==> src/rtl/rf_write_arbiter_pkg.sv <==
`default_nettype none
// ============================================================================
//  Module      : rf_write_arbiter_pkg
//  Description : Shared types and constants for the register-file write
//                arbiter: default data/index widths, the queued writeback
//                entry layout and the hard-wired zero register index.
//  Revision    : 1.0 - initial release
// ============================================================================
package rf_write_arbiter_pkg;

    localparam int RF_DATA_W = 32;
    localparam int RF_ADDR_W = 5;

    // Register r0 is never written.
    localparam logic [RF_ADDR_W-1:0] REG_ZERO = '0;

    // One queued long-latency result. kill marks an entry superseded by a
    // younger ALU write to the same register; it is popped but not written.
    typedef struct packed {
        logic [RF_ADDR_W-1:0] dest;
        logic [RF_DATA_W-1:0] val;
        logic                 kill;
    } wb_entry_t;

endpackage
`default_nettype wire

==> src/rtl/rf_write_arbiter_wb_fifo.sv <==
`default_nettype none
// ============================================================================
//  Module      : rf_wb_fifo
//  Description : Small circular FIFO holding long-latency writeback results
//                that lost arbitration. Each live entry compares its dest
//                with kill_dest and sets its kill bit when kill_en is high.
//  Ports       : clk, rst_n      - clock, async active-low reset
//                push/push_entry - enqueue (ignored when full)
//                pop             - dequeue head (ignored when empty)
//                kill_en/kill_dest - mark live entries with matching dest
//                head, empty     - current head entry and empty flag
//                count_next      - occupancy after this cycle's push/pop
//  Revision    : 1.0 - initial release
// ============================================================================
module rf_wb_fifo
    import rf_write_arbiter_pkg::*;
#(
    parameter int DEPTH = 4
) (
    input  logic                       clk,
    input  logic                       rst_n,
    input  logic                       push,
    input  wb_entry_t                  push_entry,
    input  logic                       pop,
    input  logic                       kill_en,
    input  logic [RF_ADDR_W-1:0]       kill_dest,
    output wb_entry_t                  head,
    output logic                       empty,
    output logic [$clog2(DEPTH):0]     count_next
);

    localparam int PTR_W = $clog2(DEPTH);
    localparam int CNT_W = PTR_W + 1;

    wb_entry_t        r_mem [DEPTH];
    logic [PTR_W-1:0] r_wr_ptr;
    logic [PTR_W-1:0] r_rd_ptr;
    logic [CNT_W-1:0] r_count;

    logic             w_full;
    logic             w_push;
    logic             w_pop;
    logic [DEPTH-1:0] w_kill_hit;

    always_comb begin
        empty      = (r_count == '0);
        w_full     = (r_count == CNT_W'(DEPTH));
        w_push     = push && !w_full;
        w_pop      = pop && !empty;
        count_next = r_count + CNT_W'(w_push) - CNT_W'(w_pop);
        head       = r_mem[r_rd_ptr];
    end

    // An entry is live when its distance from the read pointer (modulo
    // DEPTH) is below the occupancy; stale slots are never marked.
    generate
        for (genvar gi = 0; gi < DEPTH; gi++) begin : g_kill
            logic [PTR_W-1:0] w_offset;
            assign w_offset       = PTR_W'(gi) - r_rd_ptr;
            assign w_kill_hit[gi] = kill_en
                                 && ({1'b0, w_offset} < r_count)
                                 && (r_mem[gi].dest == kill_dest);
        end
    endgenerate

    always_ff @(posedge clk or negedge rst_n) begin
        if (!rst_n) begin
            r_wr_ptr <= '0;
            r_rd_ptr <= '0;
            r_count  <= '0;
            for (int i = 0; i < DEPTH; i++) begin
                r_mem[i] <= '0;
            end
        end else begin
            for (int i = 0; i < DEPTH; i++) begin
                if (w_kill_hit[i]) begin
                    r_mem[i].kill <= 1'b1;
                end
            end
            // The write slot is never live when a push is allowed, so the
            // incoming entry (with its own kill bit) cannot collide with
            // the kill updates above.
            if (w_push) begin
                r_mem[r_wr_ptr] <= push_entry;
                r_wr_ptr        <= r_wr_ptr + 1'b1;
            end
            if (w_pop) begin
                r_rd_ptr <= r_rd_ptr + 1'b1;
            end
            r_count <= count_next;
        end
    end

endmodule
`default_nettype wire

==> src/rtl/rf_write_arbiter.sv <==
`default_nettype none
// ============================================================================
//  Module      : rf_write_arbiter
//  Description : Drives the register-file write port from two sources: the
//                in-order ALU writeback (highest priority, never stalled)
//                and long-latency results arriving over valid/ready, which
//                queue in rf_wb_fifo when they lose arbitration. An ALU
//                write kills any queued or same-cycle long-latency result
//                for the same register, since the ALU result is younger.
//  Ports       : clk, rst_n                 - clock, async active-low reset
//                alu_valid/alu_dest/alu_val - ALU writeback input
//                ll_valid/ll_ready/ll_dest/ll_val - long-latency handshake
//                rf_write_enable/rf_dest/rf_destVal - register file port
//                perf_ll_stall/perf_kill    - counters (RF_WRITE_ARB_PERF_EN)
//  Options     : define RF_WRITE_ARB_PERF_EN to add the two perf counters.
//  Note        : the queued entry type uses the package widths; keep DATA_W
//                and ADDR_W equal to RF_DATA_W / RF_ADDR_W.
//  Revision    : 1.0 - initial release
// ============================================================================
module rf_write_arbiter
    import rf_write_arbiter_pkg::*;
#(
    parameter int DEPTH  = 4,
    parameter int DATA_W = RF_DATA_W,
    parameter int ADDR_W = RF_ADDR_W
) (
    input  logic              clk,
    input  logic              rst_n,
    input  logic              alu_valid,
    input  logic [ADDR_W-1:0] alu_dest,
    input  logic [DATA_W-1:0] alu_val,
    input  logic              ll_valid,
    output logic              ll_ready,
    input  logic [ADDR_W-1:0] ll_dest,
    input  logic [DATA_W-1:0] ll_val,
    output logic              rf_write_enable,
    output logic [ADDR_W-1:0] rf_dest,
    output logic [DATA_W-1:0] rf_destVal
`ifdef RF_WRITE_ARB_PERF_EN
    ,
    output logic [31:0]       perf_ll_stall,
    output logic [31:0]       perf_kill
`endif
);

    localparam int CNT_W = $clog2(DEPTH) + 1;

    logic              r_ll_ready;
    logic              r_we;
    logic [ADDR_W-1:0] r_dest;
    logic [DATA_W-1:0] r_val;

    logic              w_alu_sel;
    logic              w_push;
    logic              w_pop;
    logic              w_head_write;
    logic              w_fifo_empty;
    logic [CNT_W-1:0]  w_count_next;
    wb_entry_t         w_push_entry;
    wb_entry_t         w_head;

    always_comb begin
        // ALU writes to r0 are dropped and leave the slot to the FIFO.
        w_alu_sel    = alu_valid && (alu_dest != REG_ZERO);
        // ll_ready is registered from the occupancy, so it is only high
        // when the FIFO has room this cycle.
        w_push       = ll_valid && r_ll_ready;
        w_pop        = !w_alu_sel && !w_fifo_empty;
        w_head_write = w_pop && !w_head.kill && (w_head.dest != REG_ZERO);

        w_push_entry.dest = ll_dest;
        w_push_entry.val  = ll_val;
        // An entry arriving alongside a same-dest ALU write is already stale.
        w_push_entry.kill = w_alu_sel && (ll_dest == alu_dest);
    end

    rf_wb_fifo #(
        .DEPTH (DEPTH)
    ) u_fifo (
        .clk        (clk),
        .rst_n      (rst_n),
        .push       (w_push),
        .push_entry (w_push_entry),
        .pop        (w_pop),
        .kill_en    (w_alu_sel),
        .kill_dest  (alu_dest),
        .head       (w_head),
        .empty      (w_fifo_empty),
        .count_next (w_count_next)
    );

    always_ff @(posedge clk or negedge rst_n) begin
        if (!rst_n) begin
            r_ll_ready <= 1'b0;
            r_we       <= 1'b0;
            r_dest     <= '0;
            r_val      <= '0;
        end else begin
            r_ll_ready <= (w_count_next < CNT_W'(DEPTH));
            if (w_alu_sel) begin
                r_we   <= 1'b1;
                r_dest <= alu_dest;
                r_val  <= alu_val;
            end else if (w_head_write) begin
                r_we   <= 1'b1;
                r_dest <= w_head.dest;
                r_val  <= w_head.val;
            end else begin
                // Dest/value hold their last values when nothing is written.
                r_we   <= 1'b0;
            end
        end
    end

    assign ll_ready        = r_ll_ready;
    assign rf_write_enable = r_we;
    assign rf_dest         = r_dest;
    assign rf_destVal      = r_val;

`ifdef RF_WRITE_ARB_PERF_EN
    logic [31:0] r_perf_ll_stall;
    logic [31:0] r_perf_kill;

    always_ff @(posedge clk or negedge rst_n) begin
        if (!rst_n) begin
            r_perf_ll_stall <= '0;
            r_perf_kill     <= '0;
        end else begin
            if (ll_valid && !r_ll_ready) begin
                r_perf_ll_stall <= r_perf_ll_stall + 32'd1;
            end
            if (w_pop && w_head.kill) begin
                r_perf_kill <= r_perf_kill + 32'd1;
            end
        end
    end

    assign perf_ll_stall = r_perf_ll_stall;
    assign perf_kill     = r_perf_kill;
`endif

endmodule
`default_nettype wire
==> config.mk <==
export PLATFORM = sky130hd
export DESIGN_NAME = rf_write_arbiter
export DESIGN_NICKNAME = d
export VERILOG_FILES = /design/src/rtl/rf_write_arbiter_pkg.sv /design/src/rtl/rf_write_arbiter_wb_fifo.sv /design/src/rtl/rf_write_arbiter.sv
export SDC_FILE = /design/constraint.sdc
export NUM_CORES = 1
export LEC_CHECK = 0
export ABC_AREA = 1
export CAP_MARGIN = 40
export CORE_MARGIN = 2
export CORE_UTILIZATION = 45
export CTS_CLUSTER_SIZE = 14
export DETAILED_ROUTE_END_ITERATION = 10
export HOLD_SLACK_MARGIN = 0.08
export PLACE_DENSITY = 0.67
export SLEW_MARGIN = 10
export SYNTH_ARGS = -nofsm -noshare
export SYNTH_HDL_FRONTEND = slang
export SYNTH_HIERARCHICAL = 1
export SYNTH_SLANG_ARGS = --single-unit
==> constraint.sdc <==
create_clock -name clk -period 5.8 [get_ports clk]
set_input_delay 1.74 -clock clk [delete_from_list [all_inputs] [get_ports clk]]
set_output_delay 1.74 -clock clk [all_outputs]
set_load 0.02 [all_outputs]
# After elaboration in Yosys (flattened, before gate mapping)

Cells that the tools add are included.

Register bits after elaboration: 198
Bits in latches: 0
Memory bits (writable): 0
Memory bits (read-only): 0
Input port bits: 78
Output and inout bits: 39
Logic and storage cells: 85
Memories kept: 0

$add $sub $neg: 8
Multipliers: 0
Divide/modulo/power cells: 0
Magnitude comparators: 8
Equal/unequal tests: 6
Shifts and indexed selects: 0
Mux-type cells: 17
Bitwise operators: 2
Reductions and logical operators: 25

Operator list:

| operator                                                                     | count |
|---|---|
| 152-bit bitwise mux                                                          | 1 |
| 115-bit two-way mux                                                          | 1 |
| 38-bit two-way mux                                                           | 3 |
| 38-bit binary-select mux with 2-bit select                                   | 1 |
| 38-bit demux with 2-bit select                                               | 1 |
| 32-bit two-way mux                                                           | 2 |
| 5-bit equality test                                                          | 5 |
| 1-bit logical AND                                                            | 17 |
| 2-bit by 3-bit less-than comparator with 1-bit output                        | 4 |
| 5-bit two-way mux                                                            | 2 |
| 5-bit nonzero test                                                           | 2 |
| 3-bit >= comparator, second input constant                                   | 2 |
| 1-bit two-way mux                                                            | 6 |
| 2-bit inverter with 3-bit output                                             | 2 |
| 2-bit by 1-bit adder with 2-bit output, second input constant                | 2 |
| 1-bit zero test                                                              | 4 |
| 1-bit by 2-bit subtractor with 2-bit output, first input constant            | 2 |
| 2-bit subtractor, first input constant                                       | 2 |
| 3-bit by 1-bit adder with 3-bit output                                       | 1 |
| 3-bit equality test, second input constant                                   | 1 |
| 3-bit zero test                                                              | 1 |
| 3-bit by 1-bit less-than comparator with 1-bit output, second input constant | 1 |
| 3-bit less-than comparator, second input constant                            | 1 |
| 3-bit by 1-bit subtractor with 3-bit output                                  | 1 |
| 2-bit nonzero test                                                           | 1 |

# Longest topological paths before layout

Word-level depth: 9
Depth in mapped cells: 15
Depth with buffers taken out: 14

# Hierarchy

The synthesis kept the hierarchy.

Modules (own cells, without submodules):

| module           | instances | cells each | area an instance (sq um) | seq. area each (sq um) |
|---|---|---|---|---|
| rf_wb_fifo       | 1         | 874        | 7554.7                   | 3978.8 |
| rf_write_arbiter | 1         | 338        | 2290.9                   | 975.9 |

# Worst setup path after synthesis

No wires, ideal clock.

Path kind: input to register
Start point: input port alu_dest[4]
End point: register r_ll_ready, in the netlist ll_ready
Setup time: 0.121 ns
Arrival: 3.762 ns
Data required time: 5.679 ns
Slack: 1.917 ns
Cell stages on the path: 15
Buffers on the path: 1
Cells stage by stage: nor2_2 -> nand3_4 -> nand2_2 -> buf_2 -> inv_2 -> nor2_1 -> inv_1 -> nor2_1 -> ha_1 -> inv_1 -> ha_1 -> fa_1 -> xnor2_1 -> xor2_1 -> inv_1

Word-level cells in the longest chain between the ends: 7

Ends and longest elaborated chain:

| element                                     | RTL line                       | text |
|---|---|---|
| from (decl)                                 | rf_write_arbiter.sv:30         | `input logic [ADDR_W-1:0] alu_dest,` |
| 5-bit nonzero test                          | rf_write_arbiter.sv:64         | `w_alu_sel = alu_valid && (alu_dest != REG_ZERO);` |
| 1-bit logical AND                           | rf_write_arbiter.sv:64         |  |
| via w_alu_sel                               | rf_write_arbiter.sv:53         | `logic w_alu_sel;` |
| 1-bit zero test                             | rf_write_arbiter.sv:68         | `w_pop = !w_alu_sel && !w_fifo_empty;` |
| 1-bit logical AND                           | rf_write_arbiter.sv:68         |  |
| via w_pop                                   | rf_write_arbiter.sv:55         | `logic w_pop;` |
| 1-bit logical AND                           | rf_write_arbiter_wb_fifo.sv:49 | `w_pop = pop && !empty;` |
| via u_fifo.w_pop                            | rf_write_arbiter_wb_fifo.sv:42 | `logic w_pop;` |
| 3-bit by 1-bit subtractor with 3-bit output | rf_write_arbiter_wb_fifo.sv:50 | `count_next = r_count + CNT_W'(w_push) - CNT_W'(w_pop);` |
| via w_count_next[2]                         | rf_write_arbiter.sv:58         | `logic [CNT_W-1:0] w_count_next;` |
| 3-bit less-than comparator                  | rf_write_arbiter.sv:99         | `r_ll_ready <= (w_count_next < CNT_W'(DEPTH));` |
| to (signal assigned)                        | rf_write_arbiter.sv:99         |  |
| to (decl)                                   | rf_write_arbiter.sv:48         | `logic r_ll_ready;` |

The timed path passes the listed nets, and every way through them passes these cells.
A chain may end at the register's enable or synchronous reset.

# Worst setup path in the final report

Start point: input port alu_dest[0]
End point: register r_ll_ready, in the netlist ll_ready

Same word-level chain as after synthesis.

==> flow_summary.toml <==
[power]
powerDensity_nw_per_um2 = 557
clockPowerShare = 0.191
pwr-share-seq = 0.365
switching_share = 0.403
combPwrFrac = 0.444
ir_worst_vdd_v = 0.000231
power.switching_mw = 2.65
leakage_nw = 5.96
p_int_mw = 3.94

[cts]
clock_path_buffers = 2
numCtsBuffers = 17
h-tree-depth = 4
cts_tree = "yes"
worstSkewPairLatency_ps = 430
clk_pin_slew_worst_paths_ps = 70
cts_root_buffer = "clkbuf_16"
postCtsSetupRepairBufs = 0
holdBufCountCts = 0
cts_resized = 0
clock_sinks = 198

[global_route]
antenna_found_initial = 0
grtUsageTotal = 0.230
grt_pass1_wl_um = 42700
grt-ovfl-total = 0
grt_max_degree = 62
grt_pass1_vias = 8219

[routing]
wirelength_um = 26100
viasPerCell = 5.17
drtIter0Drc = 622
drc = 0
wl_per_cell_um = 16.3
antenna_left = 0
num_vias = 8269
first_pass_iters = 5

[sta]
slew_headroom = 0.401
worst_slew_pin_slew_ps = 896
fmax_mhz = 247
fin_crit_sh = 0.697
hold_viol = 0
setup_tns_ps = 0
setup_viol = 0
fin_crit_ps = 4040
finalClockSkew_ps = 6.52
rsz0062_at_grt = "no"
finalMaxSlewViolations = 0

[status]
status = "complete, no violations"

[critical_path]
crit_path_cell_trace = "clkdlybuf4s50_1 -> nor2_2 -> nand3_4 -> nand2_2 -> inv_2 -> nor2_1 -> inv_1 -> nor2_1 -> ha_1 -> inv_1 -> ha_1 -> fa_1 -> xnor2_1 -> xor2_1 -> inv_1"
crit_required_ps = 6120
cp_max_fo = 8
crit_arrival_ps = 4360
worstSetupPathType = "in -> reg"
endpoint_kind = "flip-flop"
r2r_start = "u_fifo/r_rd_ptr[1]"
cpMostUsedCell = "inv_1"
crit_path_start = "alu_dest[0]"
cp-start-kind = "input port"
critPathMaxStageDelay_ps = 560
slowest_stage = "clkdlybuf4s50_1"

[die]
dieHeight_um = 152
rows = 54
core_area_um2 = 21600
dieArea_um2 = 23100
die_width_um = 152
initial_utilization = 0.455
io_pins = 117

[logic_synthesis]
synthSimpleGateAreaFrac = 0.234
synth_top_area_cell = "dfrtp_1"
ys_seq_area_frac = 0.503
synthesis.nets = 1301
synth_xor_area_frac = 0.0125
synth_edf_count = 0
synthAdderAreaFrac = 0.0147
synth_mux_area_frac = 0
synth_flop_cell = "dfrtp_1"
ys_seq_elements = 198
syn_area_um2 = 9850
synthTopCellsByCount = "452 x nand2_1, 198 x dfrtp_1, 180 x inv_1"
synth_top_family_by_area = "simple AND/OR/NAND/NOR gates"
synth.most_common_cell = "nand2_1"
synth_compound_area_frac = 0.123
synth_area_leaders = "dfrtp_1 50%, nand2_1 17%, inv_1 6.9%"
synth_warnings = 6
yosys.cell_types.count = 29
synthCells = 1212
synth_area_per_cell_um2 = 8.12
yosysTopAreaCellShare = 0.503
synthArstFlopShare = 1.00

[finish]
area_growth_pct = 20.1
final_core_util = 0.547
layout-drive-gt1-share = 0.0789
final_nets = 1394
final_cell_area_um2 = 11800
antenna_cells = 0

[place]
routabilityCongestion = 0.880
dp_hpwl_um = 16500
placed_area_um2 = 11200
port_buffers = 116

[run]
cap_viol_max_count = 0

[worst_hold_path]
hp-start = "u_fifo/r_mem[81]"
hp-class = "reg -> reg"
-- stage by stage --
step | setup WS [ps] | std cells | power [mW] | hold WS [ps]
after floorplan | 1920 | 1212 | 4.39 | 450
after global placement | 1430 | 1561 | 5.20 | 462
after detailed placement | 1330 | 1566 | 5.33 | 464
after CTS | 1770 | 1598 | 6.61 | 483
after global routing | 1560 | 1598 | 7.10 | 505
final | 1760 | 1598 | 6.59 | 480
-- cell families after synthesis --
family,after synthesis
DFF,198
buffers and inverters,251
xor gates and xnor gates,14
adders and majority gates,11
AOI/OAI and AO/OA,171
and+or+nand+nor,567
-- layer usage --
| metal | GRT usage | up-vias | wire [um] |
|---|---|---|---|
| met5 | 0 | - | 0 |
| met4 | 0.0837 | 0 | 565 |
| met3 | 0.0414 | 44 | 1660 |
| met2 | 0.365 | 297 | 12300 |
| met1 | 0.319 | 3932 | 11600 |
| li1 | - | 3996 | - |
-- power by group through the flow --
stage,registers (mW),clock network [mW],logic [mW]
2_1_floorplan,2.50,0,1.88
3_3_place_gp,2.41,0,2.79
3_5_place_dp,2.42,0,2.91
4_1_cts,2.40,1.28,2.92
5_1_grt,2.48,1.34,3.29
6_report,2.40,1.26,2.92
-- worst paths after layout --
| kind | cells after the start | to | slack (ps) |
|---|---|---|---|
| worst max register to register | 10 | rf_destVal[13] | 2540 |
| min in group asynchronous | 1 | rf_destVal[29] | 1230 |
| max in group asynchronous | 3 | u_fifo/r_mem[32] | 3430 |
| worst max-delay path | 15 | ll_ready | 1760 |
| worst min-delay path | 2 | u_fifo/r_mem[81] | 480 |
| worst min register to register | 2 | u_fifo/r_mem[81] | 480 |
-- critical path: cells and delay by family --
| family | cells | cell delay (ps) |
|---|---|---|
| buf+inv | 5 | 730 |
| xor+xnor | 2 | 410 |
| simple gates | 5 | 720 |
| fa+ha+maj | 3 | 760 |
-- area by class of cell --
type                       count  area [um2]
clock buffer                  20         457
clock inverter                12         174
fill                        1999        9790
inverter                     188         707
multi-input combinational    763        3800
sequential                   198        4950
tap                          280         350
timing repair buffer         137        1390
-- cell usage in the layout, fill, tap and decap left out, types with 2 or more instances in the layout --
cell type / synthesis / final
nor2_1: 20 / 18
xnor2_1: 8 / 8
a21oi_1: 8 / 8
inv_2: 7 / 7
o21ai_2: 30 / 30
nor2_2: 2 / 2
nand3_2: 3 / 3
a22oi_1: 38 / 38
xor2_1: 6 / 6
inv_1: 180 / 180
o221ai_1: 37 / 37
ha_1: 10 / 10
clkinvlp_4: 0 / 3
nand2_1: 452 / 452
nand3_1: 83 / 83
nor3_1: 2 / 2
clkdlybuf4s50_1: 0 / 114
nand3_4: 3 / 3
clkbuf_8: 0 / 3
clkbuf_16: 0 / 17
buf_4: 13 / 16
nor2_4: 0 / 2
o21ai_1: 18 / 18
buf_12: 0 / 4
dfrtp_1: 198 / 198
clkinv_2: 1 / 5
o21ai_0: 38 / 38
bufinv_16: 0 / 4
nand2_2: 2 / 2
-- flip-flops by register name, indices dropped and copies added, names as in the netlist --
signal,cells
ll_ready,1
rf_dest,5
rf_destVal,32
rf_write_enable,1
u_fifo/r_count,3
u_fifo/r_mem,152
u_fifo/r_rd_ptr,2
u_fifo/r_wr_ptr,2
No activity file was read; power rests on OpenSTA's default activity.
